File: src/rtl/alu_pkg.sv
// Shared definitions for the ALU command path: opcodes, widths and sequencer states.
package alu_pkg;

    localparam int OPND_W = 4;
    localparam int RES_W  = 5;
    localparam int OP_W   = 3;

    localparam logic [OP_W-1:0] OP_ADD        = 3'b000;
    localparam logic [OP_W-1:0] OP_SUB        = 3'b001;
    localparam logic [OP_W-1:0] OP_AND        = 3'b010;
    localparam logic [OP_W-1:0] OP_OR         = 3'b011;
    localparam logic [OP_W-1:0] OP_XOR        = 3'b100;
    localparam logic [OP_W-1:0] OP_LAST_LEGAL = 3'b100;

    typedef enum logic {
        IDLE,
        ISSUE
    } seq_state_t;

    function automatic logic is_illegal(input logic [OP_W-1:0] op);
        return op > OP_LAST_LEGAL;
    endfunction

endpackage

File: src/rtl/alu_rsp_fifo.sv
// Synchronous response FIFO; the head is presented combinationally and reads as zero when empty.
module alu_rsp_fifo #(
    parameter int WIDTH = 6,
    parameter int DEPTH = 4
) (
    input  logic                     clk,
    input  logic                     rst,
    input  logic                     push,
    input  logic [WIDTH-1:0]         push_data,
    input  logic                     pop,
    output logic [WIDTH-1:0]         pop_data,
    output logic [$clog2(DEPTH):0]   count,
    output logic                     full,
    output logic                     empty
);

    localparam int AW = $clog2(DEPTH);
    localparam int CW = AW + 1;

    logic [WIDTH-1:0] mem [DEPTH];
    logic [AW-1:0]    wr_ptr;
    logic [AW-1:0]    rd_ptr;
    logic             do_push;
    logic             do_pop;

    assign full     = (count == CW'(DEPTH));
    assign empty    = (count == '0);
    assign do_push  = push && !full;
    assign do_pop   = pop && !empty;
    assign pop_data = empty ? '0 : mem[rd_ptr];

    always_ff @(posedge clk) begin
        if (do_push && !rst) begin
            mem[wr_ptr] <= push_data;
        end
    end

    always_ff @(posedge clk) begin
        if (rst) begin
            wr_ptr <= '0;
            rd_ptr <= '0;
            count  <= '0;
        end else begin
            if (do_push) begin
                wr_ptr <= wr_ptr + 1'b1;
            end
            if (do_pop) begin
                rd_ptr <= rd_ptr + 1'b1;
            end
            case ({do_push, do_pop})
                2'b10:   count <= count + 1'b1;
                2'b01:   count <= count - 1'b1;
                default: count <= count;
            endcase
        end
    end

endmodule

File: src/rtl/alu_cmd_sequencer.sv
// Drives registered operands/opcode to an external ALU, captures its result one cycle later
// and returns in-order responses through a small FIFO, with issued and illegal-op counters.
module alu_cmd_sequencer
    import alu_pkg::*;
#(
    parameter int DEPTH = 4,
    parameter int CNT_W = 8
) (
    input  logic             clk,
    input  logic             rst,
    input  logic             cmd_valid,
    output logic             cmd_ready,
    input  logic [3:0]       cmd_a,
    input  logic [3:0]       cmd_b,
    input  logic [2:0]       cmd_op,
    output logic [3:0]       alu_a,
    output logic [3:0]       alu_b,
    output logic [2:0]       alu_op,
    input  logic [4:0]       alu_result,
    output logic             rsp_valid,
    input  logic             rsp_ready,
    output logic [4:0]       rsp_result,
    output logic             rsp_err,
    output logic [CNT_W-1:0] op_count,
    output logic [CNT_W-1:0] err_count
);

    localparam int CW = $clog2(DEPTH) + 1;
    localparam logic [CW-1:0] DEPTH_C = CW'(DEPTH);

    seq_state_t      state;
    logic            err_q;
    logic            push;
    logic [CW-1:0]   fifo_count;
    logic            fifo_full;
    logic            fifo_empty;
    logic [RES_W:0]  head;

    // Only one command is ever in flight, so a free slot at accept time covers the later push.
    assign cmd_ready  = !rst && (state == IDLE) && (fifo_count < DEPTH_C);
    assign push       = (state == ISSUE);
    assign rsp_valid  = !fifo_empty;
    assign rsp_result = head[RES_W:1];
    assign rsp_err    = head[0];

    alu_rsp_fifo #(
        .WIDTH (RES_W + 1),
        .DEPTH (DEPTH)
    ) u_fifo (
        .clk       (clk),
        .rst       (rst),
        .push      (push),
        .push_data ({alu_result, err_q}),
        .pop       (rsp_ready),
        .pop_data  (head),
        .count     (fifo_count),
        .full      (fifo_full),
        .empty     (fifo_empty)
    );

    always_ff @(posedge clk) begin
        if (rst) begin
            state     <= IDLE;
            alu_a     <= '0;
            alu_b     <= '0;
            alu_op    <= '0;
            err_q     <= 1'b0;
            op_count  <= '0;
            err_count <= '0;
        end else begin
            case (state)
                IDLE: begin
                    if (cmd_valid && cmd_ready) begin
                        alu_a  <= cmd_a;
                        alu_b  <= cmd_b;
                        alu_op <= cmd_op;
                        err_q  <= is_illegal(cmd_op);
                        state  <= ISSUE;
                    end
                end
                ISSUE: begin
                    op_count <= op_count + 1'b1;
                    if (err_q) begin
                        err_count <= err_count + 1'b1;
                    end
                    state <= IDLE;
                end
                default: state <= IDLE;
            endcase
        end
    end

    always_ff @(posedge clk) begin
        if (!rst && push) begin
            assert (!fifo_full);
        end
    end

endmodule

File: config.mk
export PLATFORM = sky130hd
export DESIGN_NAME = alu_cmd_sequencer
export DESIGN_NICKNAME = d
export VERILOG_FILES = /design/src/rtl/alu_pkg.sv /design/src/rtl/alu_rsp_fifo.sv /design/src/rtl/alu_cmd_sequencer.sv
export SDC_FILE = /design/constraint.sdc
export NUM_CORES = 1
export LEC_CHECK = 0
export ABC_AREA = 1
export BUFFER_PORTS_ARGS = -buffer_cell sky130_fd_sc_hd__clkbuf_2
export CORE_MARGIN = 1
export CORE_UTILIZATION = 40
export DETAILED_ROUTE_END_ITERATION = 16
export GPL_ROUTABILITY_DRIVEN = 0
export GPL_TIMING_DRIVEN = 0
export PLACE_DENSITY = 0.7
export SYNTH_ARGS = -nofsm -noshare
export SYNTH_HDL_FRONTEND = slang
export SYNTH_SLANG_ARGS = --single-unit
export TNS_END_PERCENT = 1
File: constraint.sdc
create_clock -name clk -period 3.8 [get_ports clk]
set_input_delay 0 -clock clk [delete_from_list [all_inputs] [get_ports clk]]
set_output_delay 0 -clock clk [all_outputs]
set_load 0.005 [all_outputs]
# Word-level counts from Yosys, hierarchy flattened
# Memory sizes are Yosys's and may differ from the RTL's. A register that Yosys moved wholly into a read port is not among the register bits.
# Index checks and enable logic that the tools add are counted.
classes:
  addsub: 6
  order_cmp: 2
  eq_ne: 3
  n_mux: 8
  n_bitwise: 1
  n_reduce_logical: 13
op_table:
  columns: ["cell", "count"]
  rows:
  - ["$add 8x1->8 const B", 2]
  - ["$logic_and 1x1->1", 6]
  - ["$mux 6", 1]
  - ["$pmux 3 s2", 1]
  - ["$add 2x1->2 const B", 2]
  - ["$mux 2", 2]
  - ["$reduce_and 2->1", 2]
  - ["$add 3x1->3 const B", 1]
  - ["$eq 3x3->1 const B", 1]
  - ["$gt 3x3->1 const B", 1]
  - ["$logic_not 1->1", 3]
  - ["$logic_not 3->1", 1]
  - ["$lt 3x3->1 const B", 1]
  - ["$mux 1", 3]
  - ["$sub 3x1->3 const B", 1]
  - ["$eq 2x1->1 const B", 1]
  - ["$eq 2x2->1 const B", 1]
  - ["$pmux 1 s2", 1]
  - ["$reduce_bool 2->1", 1]
  - ["$not 1->1", 1]
totals:
  ff_bits: 36
  ramBits: 24
  in_bits: 20
  output_inout_bits: 35
  elab_cells: 44
  memories: 1
mem_list:
  columns: ["memory", "words", "width", "read_ports", "rd_ports_with_merged_regs", "write_ports", "line", "rtl"]
  rows:
  - ["u_fifo.mem", 4, 6, 1, 1, 1, "alu_rsp_fifo.sv:20", "logic [WIDTH-1:0] mem [DEPTH];"]

# Depth between registers and ports, before layout
# Gate-level depths: netlist of run 1.
depth:
  ltp_word: 6
  ltp_mapped: 13
  mapped_depth_nobuf: 13

# By module
# A second synthesis of run 1 with hierarchy kept.
hier_totals:
  hier_cells: 314
  hier_area_um2: 2711.4
modules_own_cells:
  columns: ["mod", "instances", "cells_per_inst", "area_each_um2", "seq_area_each_um2"]
  rows:
  - ["alu_rsp_fifo", 1, 148, 1463.9, 900.9]
  - ["alu_cmd_sequencer", 1, 166, 1247.4, 580.6]

# Worst setup path after synthesis of run 1
# OpenSTA, ideal clock, no wires.
synth_path:
  path_type: "reg-to-reg"
  startpoint: "register u_fifo.count[2]"
  endpoint: "register u_fifo.count[2]"
  setup_ns: 0.113
  arrival_ns: 1.584
  t_required_ns: 3.687
  slack_ns: 2.103
  path_stages_with_launch: 14
  path_buffers: 0
  synth_period_minus_slack_ns: 1.697
  path_cell_list: "dfxtp_1 inv_1 nand3_1 nand2_1 inv_1 ha_1 inv_1 fa_1 inv_1 nand2_1 nand3_1 nand2_1 nand2_1 nor2_1"
synth_via:
  elab_chain_len: 5
  elab_cells_between_ends: 12
  classes_between: "2 x add/sub; 3 x eq/ne; 1 x mux; 6 x reduce/logical"
synth_rtl:
  columns: ["item", "line", "rtl"]
  rows:
  - ["start, declared", "alu_rsp_fifo.sv:12", "output logic [$clog2(DEPTH):0] count,"]
  - ["start signal, assigned", "alu_rsp_fifo.sv:51", "2'b10: count <= count + 1'b1;"]
  - ["start signal, assigned", "alu_rsp_fifo.sv:52", "2'b01: count <= count - 1'b1;"]
  - ["start signal, assigned", "alu_rsp_fifo.sv:53", "default: count <= count;"]
  - ["$logic_not 3->1 *", "alu_rsp_fifo.sv:27", "assign empty = (count == '0);"]
  - ["$logic_not 1->1 *", null, null]
  - ["named net rsp_valid", "alu_cmd_sequencer.sv:20", "output logic rsp_valid,"]
  - ["$logic_and 1x1->1 *", "alu_rsp_fifo.sv:29", "assign do_pop = pop && !empty;"]
  - ["$eq 2x1->1 or $eq 2x2->1 (tied branches)", "alu_rsp_fifo.sv:50", "case ({do_push, do_pop})"]
  - ["$pmux 3 s2 or $reduce_bool 2->1 (tied branches)", null, null]
# Mark *: on every way through the listed nets, which the timed path passes. The rest lies on a longest branch.
# A chain may end at the register's enable or synchronous reset.

# Worst setup path in the final report of run 1
layout_path:
  startpoint: "register u_fifo.count[2]"
  endpoint: "register u_fifo.count[2]"
layout_via:
  elab_chain_len: 5
  elab_cells_between_ends: 12
  classes_between: "2 x add/sub; 3 x eq/ne; 1 x mux; 6 x reduce/logical"
layout_rtl:
  columns: ["item", "line"]
  rows:
  - ["$eq 3x3->1 or $logic_not 3->1 (tied branches)", "alu_rsp_fifo.sv:26, alu_rsp_fifo.sv:27"]
  - ["$logic_not 1->1 (on tied branches)", "alu_rsp_fifo.sv:28, alu_rsp_fifo.sv:29"]
  - ["$logic_and 1x1->1 (on tied branches)", "alu_rsp_fifo.sv:28, alu_rsp_fifo.sv:29"]
  - ["$eq 2x1->1 or $eq 2x2->1 (tied branches)", "alu_rsp_fifo.sv:50"]
  - ["$pmux 3 s2 or $reduce_bool 2->1 (tied branches)", null]
# Several ways; a longest one is shown, not always the timed one.

==> impl_metrics.ini, run 1 <==
[status]
status = finished, final reports clean

[synthesis]
synthFlopType = dfxtp_1
synth.top_cell.area_share = 0.293
netlist_area_mm2 = 0.00260
ys_ff_latch = 62
synthTopCellsByCount = 61 x nand2_1, 50 x nor2_1, 38 x dfxtp_1
yosysMostFrequentCell = nand2_1
synth.avg_cell_area_um2 = 8.57
synth_fp_nets = 331
synth_area_leaders = dfxtp_1 29%, edfxtp_1 28%, nand2_1 8.8%, nor2_1 7.2%, a21oi_1 6.6%
synthCells = 303
yosysTopAreaCell = dfxtp_1
synth_warnings = 0
async_flop_share = 0
ys_seq_area_frac = 0.571
synth_edf_count = 24
synthDistinctLibCells = 20

[die]
dieArea_mm2 = 0.00682
core_mm2 = 0.00610
die_w_um = 82.6
fp-row-count = 28
fp.dieH_um = 82.6
io_pins = 55
start_util = 0.426

[routing]
post_drt_via_cell_ratio = 4.70
initialDrtViolationCount = 49
firstDrtPassIters = 4
totalWireLength_mm = 5.49
ant_nets = 0
dr_total_vias = 2193
route.detailed.drc = 0
wl_per_cell_um = 11.8

[sta]
final_max_slew_viol_count = 0
post-route-period-util = 0.504
rsz0062_at_grt = no
skew_ns = 0.00700
hold_viol = 0
setup-violations-final = 0
whs_ns = 0.0174
slew_headroom = 0.578
max_slew.worst_pin.slew_ns = 0.630
fin_crit_ns = 1.92
fmax_ghz = 0.522
setup_slack_ns = 1.88
tns_ns = 0

[global_route]
grt.overflow.total = 0
grt_pass1_wl_mm = 8.49
grt-busiest-layer = met2
grt_max_degree = 12
grt_pass1_vias = 1902
grt_use_met2 = 0.278
grtUsageTotal = 0.172
use_met1 = 0.200
use_met3 = 0.0571
antenna_found_initial = 0

[clocking]
cts.sinks = 62
htreeDepth = 3
cts.clk_slew.worst_paths_ns = 0.06
cts_hold_buf = 20
root_buffer = clkbuf_8
post_cts_buffers = 0
cts_buffers = 9
cts_tree = built
clk_latency_ns = 0.34
cts_max_path_buffers = 2
cts-resized-gates = 0

[worst_setup_path]
crit_arrival_ns = 2.15
end_kind = flop
cp.required_ns = 4.03
cp-start-kind = flop
crit_type = reg -> reg
critical_path.max_fanout = 5

[cells_and_area]
postLayoutCellArea_mm2 = 0.00339
n_antenna_cell = 0
nets = 415
drive_above_1_share = 0.202
syn_to_final_growth_pct = 30.4

[placement]
io_buffers = 53
placed_area_mm2 = 0.00296
hpwl_mm = 3.75
place_ws_ns = 1.87

[pwr]
p_sw_mw = 0.523
leakagePower_nw = 1.48
ir_drop_uv = 266
cell_internal_pwr_mw = 1.33
power_density_mw_per_mm2 = 548
p_comb_frac = 0.220
switching_share = 0.282
clock_power_share = 0.364
power_frac_seq = 0.416

[min_path]
hold_class = in -> reg

[flow_run]
cap_violations = 0
## path summary, 6_finish.rpt
kind / startpoint / endpoint / slack, ns / cells after the start
setup reg to reg: u_fifo.count[2] / u_fifo.count[2] / 1.88 / 13
hold / removal: cmd_op[2] / err_q / 0.02 / 4
hold reg to reg: alu_a[1] / alu_a[1] / 0.47 / 2
setup / recovery: u_fifo.count[2] / u_fifo.count[2] / 1.88 / 13
## power by group through the flow
stage               Combinational (mW)  Clock [mW]  Sequential [mW]
CTS                              0.412       0.686            0.773
detailed placement               0.392           0            0.787
floorplan                        0.251           0            0.780
global placement                 0.385           0            0.786
finish                           0.408       0.675            0.773
global route                     0.467       0.719            0.780
## sequential cells by signal (all words and copies together) (netlist names), named ones only
| name | cells |
|---|---|
| u_fifo.rd_ptr | 2 |
| err_count | 8 |
| alu_op | 3 |
| err_q | 1 |
| alu_a | 4 |
| u_fifo.wr_ptr | 2 |
| push | 1 |
| u_fifo.count | 3 |
| u_fifo.mem | 24 |
| alu_b | 4 |
| op_count | 8 |
## layout by cell type (no fill, tap or decap), drive strengths merged
cell type / n
inv: 34
nand4: 2
dfxtp: 38
bufinv: 3
dlygate4sd3: 20
nand2: 61
fa: 1
a21oi: 34
o21a: 2
clkbuf: 66
edfxtp: 24
ha: 7
nor2: 53
nor3: 2
buf: 7
o21ai: 18
clkinv: 2
nand3: 18
## cells by family (layout without fill, tap and decap cells)
| kind of cell | Yosys count | after routing | synth area share |
|---|---|---|---|
| AO/OA/AOI/OAI | 54 | 54 | 0.106 |
| adder cells (fa/ha/maj) | 8 | 8 | 0.0414 |
| buffers and inverters | 43 | 132 | 0.0689 |
| flip-flops | 62 | 62 | 0.571 |
| AND/OR/NAND/NOR | 136 | 136 | 0.213 |
## metal layers
metal / wire length, um / up-vias
met2: 2630 / 47
met4: 103 / 0
met1: 2430 / 983
li1: - / 1151
met3: 331 / 12
met5: 0 / -
## critical path, cell delays in order, from the launching register on
cell	delay, ns
dfxtp_1	0.38
inv_1	0.09
nand3_1	0.18
nand2_1	0.14
inv_1	0.08
ha_1	0.17
inv_1	0.07
fa_1	0.38
inv_1	0.06
nand2_1	0.04
nand3_1	0.08
nand2_1	0.06
nand2_1	0.05
nor2_1	0.04
## metrics by stage
stage,utilization,cells,total power [mW]
4_1_cts,0.555,467,1.87
2_1_floorplan,-,303,1.03
3_3_place_gp,0.485,431,1.17
5_1_grt,0.555,467,1.97
6_report,0.555,467,1.86
3_5_place_dp,0.485,431,1.18
## final cells by class
cell class,instances,area [um2]
fill,561,2710
sequential,62,1480
multi-input combinational,198,936
timing repair buffer,73,465
clock buffer,11,131
inverter,34,128
clock inverter,5,98.8
tap,75,93.8
buffer,9,51.3
(Power assumes the default switching activity.)
==> run 2: changes to the inputs <==
Clock period 3.8 ns to 1.8 ns, I/O delays scaled along.
==> impl_metrics.ini, run 2 (synthesis results as in run 1) <==
[worst_setup_path]
cp.required_ns = 1.77
cp-start-kind = primary input
crit_type = in -> reg
crit_arrival_ns = 1.69
critical_path.max_fanout = 10
end_kind = flop

[placement]
placed_area_mm2 = 0.00296
hpwl_mm = 3.75
dp.cells = 431
io_buffers = 53

[routing]
post_drt_via_cell_ratio = 4.67
dr_total_vias = 2180
initialDrtViolationCount = 49
ant_nets = 0
firstDrtPassIters = 5
route.detailed.drc = 0
totalWireLength_mm = 5.51
wl_per_cell_um = 11.8

[sta]
rsz0062_at_grt = yes
fin_crit_ns = 1.71
setup-violations-final = 0
skew_ns = 0.00691
slew_headroom = 0.578
max_slew.worst_pin.slew_ns = 0.630
hold_viol = 0
post-route-period-util = 0.952
fmax_ghz = 0.584
tns_ns = 0
final_max_slew_viol_count = 0

[cells_and_area]
final_cell_mix = 59 x nand2_1, 53 x clkbuf_2, 49 x nor2_1
syn_to_final_growth_pct = 31.9
finish.utilization = 0.562
largest_register_ffs = 24
layout_commonest_cell = nand2_1
fillCellCount = 558
finalNonFillerCells = 467
regMostFlops = u_fifo.mem
reg.largest.list = u_fifo.mem (24), err_count (8), op_count (8)
drive_above_1_share = 0.235
postLayoutCellArea_mm2 = 0.00342
nets = 415
n_antenna_cell = 0

[global_route]
antenna_found_initial = 0
grt.overflow.total = 0
grt_pass1_wl_mm = 8.54
grt_max_degree = 12
grt_pass1_vias = 1910
grtUsageTotal = 0.173

[pwr]
p_comb_frac = 0.230
clock_power_share = 0.357
power_density_mw_per_mm2 = 1170
p_sw_mw = 1.14
p_total_mw = 3.99
switching_share = 0.285
power_frac_seq = 0.413
leakagePower_nw = 1.49
ir_drop_uv = 571
cell_internal_pwr_mw = 2.86

[clocking]
htreeDepth = 3
cts_buffers = 9
clk_latency_ns = 0.34
cts.clk_slew.worst_paths_ns = 0.06
cts_tree = built
cts.sinks = 62
cts_max_path_buffers = 2
root_buffer = clkbuf_8

[die]
io_pins = 55
core_mm2 = 0.00610
fp.dieH_um = 82.6
die_w_um = 82.6
fp-row-count = 28
dieArea_mm2 = 0.00682
start_util = 0.426

[min_path]
hold_class = in -> reg

[status]
status = finished, final reports clean

[flow_run]
cap_violations = 0
==> run 2: cell counts in the layout (fill, tap and decap cells not counted) <==
No cell type changed its count.
==> run 2: power by group through the flow <==
stage | logic (mW) | clock network, mW | registers, mW
CTS | 0.880 | 1.45 | 1.64
floorplan | 0.529 | 0 | 1.65
global route | 1.05 | 1.52 | 1.66
global placement | 0.813 | 0 | 1.66
finish | 0.919 | 1.43 | 1.65
detailed placement | 0.827 | 0 | 1.66
==> run 2: final timing paths <==
path	from	endpoint	slack (ns)	depth (start not counted)
worst min-delay path	cmd_op[2]	err_q	0.02	4
worst max-delay path	rst	u_fifo.mem[2][5]	0.09	6
worst max register to register	u_fifo.count[0]	u_fifo.count[2]	0.13	12
worst min register to register	alu_a[1]	alu_a[1]	0.47	2
==> run 2: final cells by class <==
class                      instances  area [um2]  area share
sequential                        62        1490       0.434
multi-input combinational        198         966       0.282
timing repair buffer              73         465       0.136
clock buffer                      11         131      0.0384
inverter                          34         128      0.0373
clock inverter                     5        98.8      0.0289
tap                               75        93.8      0.0274
buffer                             9        53.8      0.0157
==> run 2: critical path, cell delays in order <==
cell	delay (ns)
dlygate4sd3_1	0.54
buf_4	0.18
inv_2	0.07
buf_2	0.20
nand3_1	0.17
nor2_1	0.52
==> run 2: metal layers <==
| metal | part of all wire | vias to the layer above | track usage |
|---|---|---|---|
| met5 | 0 | - | 0 |
| met4 | 0.019 | 0 | 0.0983 |
| met3 | 0.058 | 12 | 0.0571 |
| met2 | 0.48 | 43 | 0.279 |
| met1 | 0.45 | 975 | 0.200 |
| li1 | - | 1150 | - |
==> run 2: what timing repair did <==
action                                  in CTS  in global routing
setup buffers                                0                  0
resized for setup                            3                 14
hold buffers                                20                  0
hold endpoints to repair                    38                  0
cloned                                       0                  0
endpoints found under the setup margin       2                 27
==> run 2: per-stage QoR <==
stage               hold WS (ns)  setup WS [ns]
detailed placement         0.223         -0.125
floorplan                 0.0989          0.103
finish                    0.0205         0.0867
global route              0.0149       -0.00592
global placement           0.222        -0.0616
CTS                       0.0188        0.00281
==> run 3: changes to the inputs <==
Settings changed: CELL_PAD_IN_SITES_DETAIL_PLACEMENT set to 1, CELL_PAD_IN_SITES_GLOBAL_PLACEMENT set to 2, CORE_UTILIZATION 40 to 34, HOLD_SLACK_MARGIN set to 0.1, PLACE_DENSITY 0.7 to 0.91.
Clock period 1.8 ns to 2 ns, I/O delays scaled along.
==> impl_metrics.ini, run 3 (synthesis results as in run 1) <==
[clocking]
cts_buffers = 9
clk_latency_ns = 0.34
post_cts_buffers = 0
cts.clk_slew.worst_paths_ns = 0.07
cts.sinks = 62
root_buffer = clkbuf_8
cts_max_path_buffers = 2
htreeDepth = 3
cts_tree = built

[pwr]
power_frac_seq = 0.416
p_sw_mw = 1.12
cell_internal_pwr_mw = 2.44
p_comb_frac = 0.237
ir_drop_uv = 425
switching_share = 0.315
leakagePower_nw = 1.48
p_total_mw = 3.56
power_density_mw_per_mm2 = 1030
clock_power_share = 0.347

[worst_setup_path]
critical_path.max_fanout = 10
end_kind = flop
cp-start-kind = flop
reg2reg_depth = 11
crit_type = reg -> reg
crit_arrival_ns = 2.02
rrSetupSlack_ns = 0.20
cp.required_ns = 2.22

[sta]
setup-violations-final = 0
skew_ns = 0.0116
slew_headroom = 0.543
fin_crit_ns = 1.80
whs_ns = 0.431
fmax_ghz = 0.556
tns_ns = 0
max_slew.worst_pin.slew_ns = 0.683
post-route-period-util = 0.899
hold_viol = 0
final_max_slew_viol_count = 0
rsz0062_at_grt = no

[cells_and_area]
drive_above_1_share = 0.223
syn_to_final_growth_pct = 32.8
finish.utilization = 0.470
nets = 417
n_antenna_cell = 0
regMostFlops = u_fifo.mem
layout_commonest_cell = nand2_1
largest_register_ffs = 24
final_cell_mix = 60 x nand2_1, 53 x clkbuf_2, 50 x nor2_1
reg.largest.list = u_fifo.mem (24), err_count (8), op_count (8)
fillCellCount = 889

[global_route]
grtUsageTotal = 0.182
grt_pass1_vias = 2319
grt.overflow.total = 0
grt_pass1_wl_mm = 10.6
grt_max_degree = 13
antenna_found_initial = 0

[routing]
initialDrtViolationCount = 68
ant_nets = 0
totalWireLength_mm = 6.76
post_drt_via_cell_ratio = 4.68
dr_total_vias = 2307
route.detailed.drc = 0
firstDrtPassIters = 4
wl_per_cell_um = 13.7

[min_path]
hold_class = in -> reg
min_path_cells = 2

[die]
start_util = 0.354
fp-row-count = 31
die_w_um = 89.4
dieArea_mm2 = 0.00799
core_mm2 = 0.00733
io_pins = 55
fp.dieH_um = 89.4

[placement]
hpwl_mm = 4.63
io_buffers = 53

[status]
status = finished, final reports clean

[flow_run]
cap_violations = 0
==> run 3: changes by cell type in the layout (fill, tap and decap cells not counted), moves of 2 or more <==
| cell | before | now |
|---|---|---|
| clkbuf_1 | 4 | 2 |
| clkinvlp_4 | 0 | 2 |
| dfxtp_1 | 35 | 37 |
| dlygate4sd3_1 | 20 | 22 |
==> run 3: power groups by stage <==
stage               registers (mW)  clock network (mW)  logic (mW)
CTS                           1.47                1.25       0.831
finish                        1.48                1.24       0.843
floorplan                     1.48                   0       0.476
detailed placement            1.50                   0       0.772
global route                  1.49                1.32       0.976
global placement              1.50                   0       0.742
==> run 3: repair_timing <==
item	4_1_cts	5_1_grt
gates cloned	0	0
endpoints found under the setup margin	1	1
gates resized for setup	1	6
hold buffers	22	0
endpoints found under the hold margin	40	0
==> run 3: per-stage QoR <==
step | instances | instance area, um2 | setup slack [ns]
2_1_floorplan | 303 | 2600 | 0.303
3_3_place_gp | 455 | 2990 | 0.0991
3_5_place_dp | 455 | 2990 | 0.0428
4_1_cts | 493 | 3430 | 0.110
5_1_grt | 493 | 3450 | 0.0245
6_report | 493 | 3450 | 0.202
==> run 3: area by class of cell <==
class,instances,area (um2),area share
inverter,34,128,0.0370
tap,99,124,0.0359
timing repair buffer,75,485,0.141
sequential,62,1480,0.430
buffer,9,51.3,0.0149
clock buffer,9,124,0.0359
multi-input combinational,198,956,0.277
clock inverter,7,97.6,0.0283
==> run 3: final timing paths <==
kind,startpoint,end
worst max register to register,push,u_fifo.count[2]
worst min register to register,alu_op[1],alu_op[1]
worst min-delay path,alu_result[4],u_fifo.mem[2][5]
worst max-delay path,push,u_fifo.count[2]
==> run 3: critical path, cell delays in order, from the launching register on <==
cell     delay [ns]
dfxtp_1        0.37
buf_2          0.20
nand2_1        0.13
ha_1           0.18
inv_1          0.07
fa_1           0.38
inv_1          0.06
nand2_1        0.04
nand3_1        0.08
nand2_1        0.07
nand2_1        0.06
nor2_1         0.04
==> run 3: per-layer routing <==
layer	vias to the layer above	wire (um)	track usage
li1	1154	-	-
met5	-	0	0
met3	11	227	0.0406
met2	47	3490	0.321
met4	0	115	0.0895
met1	1095	2930	0.207
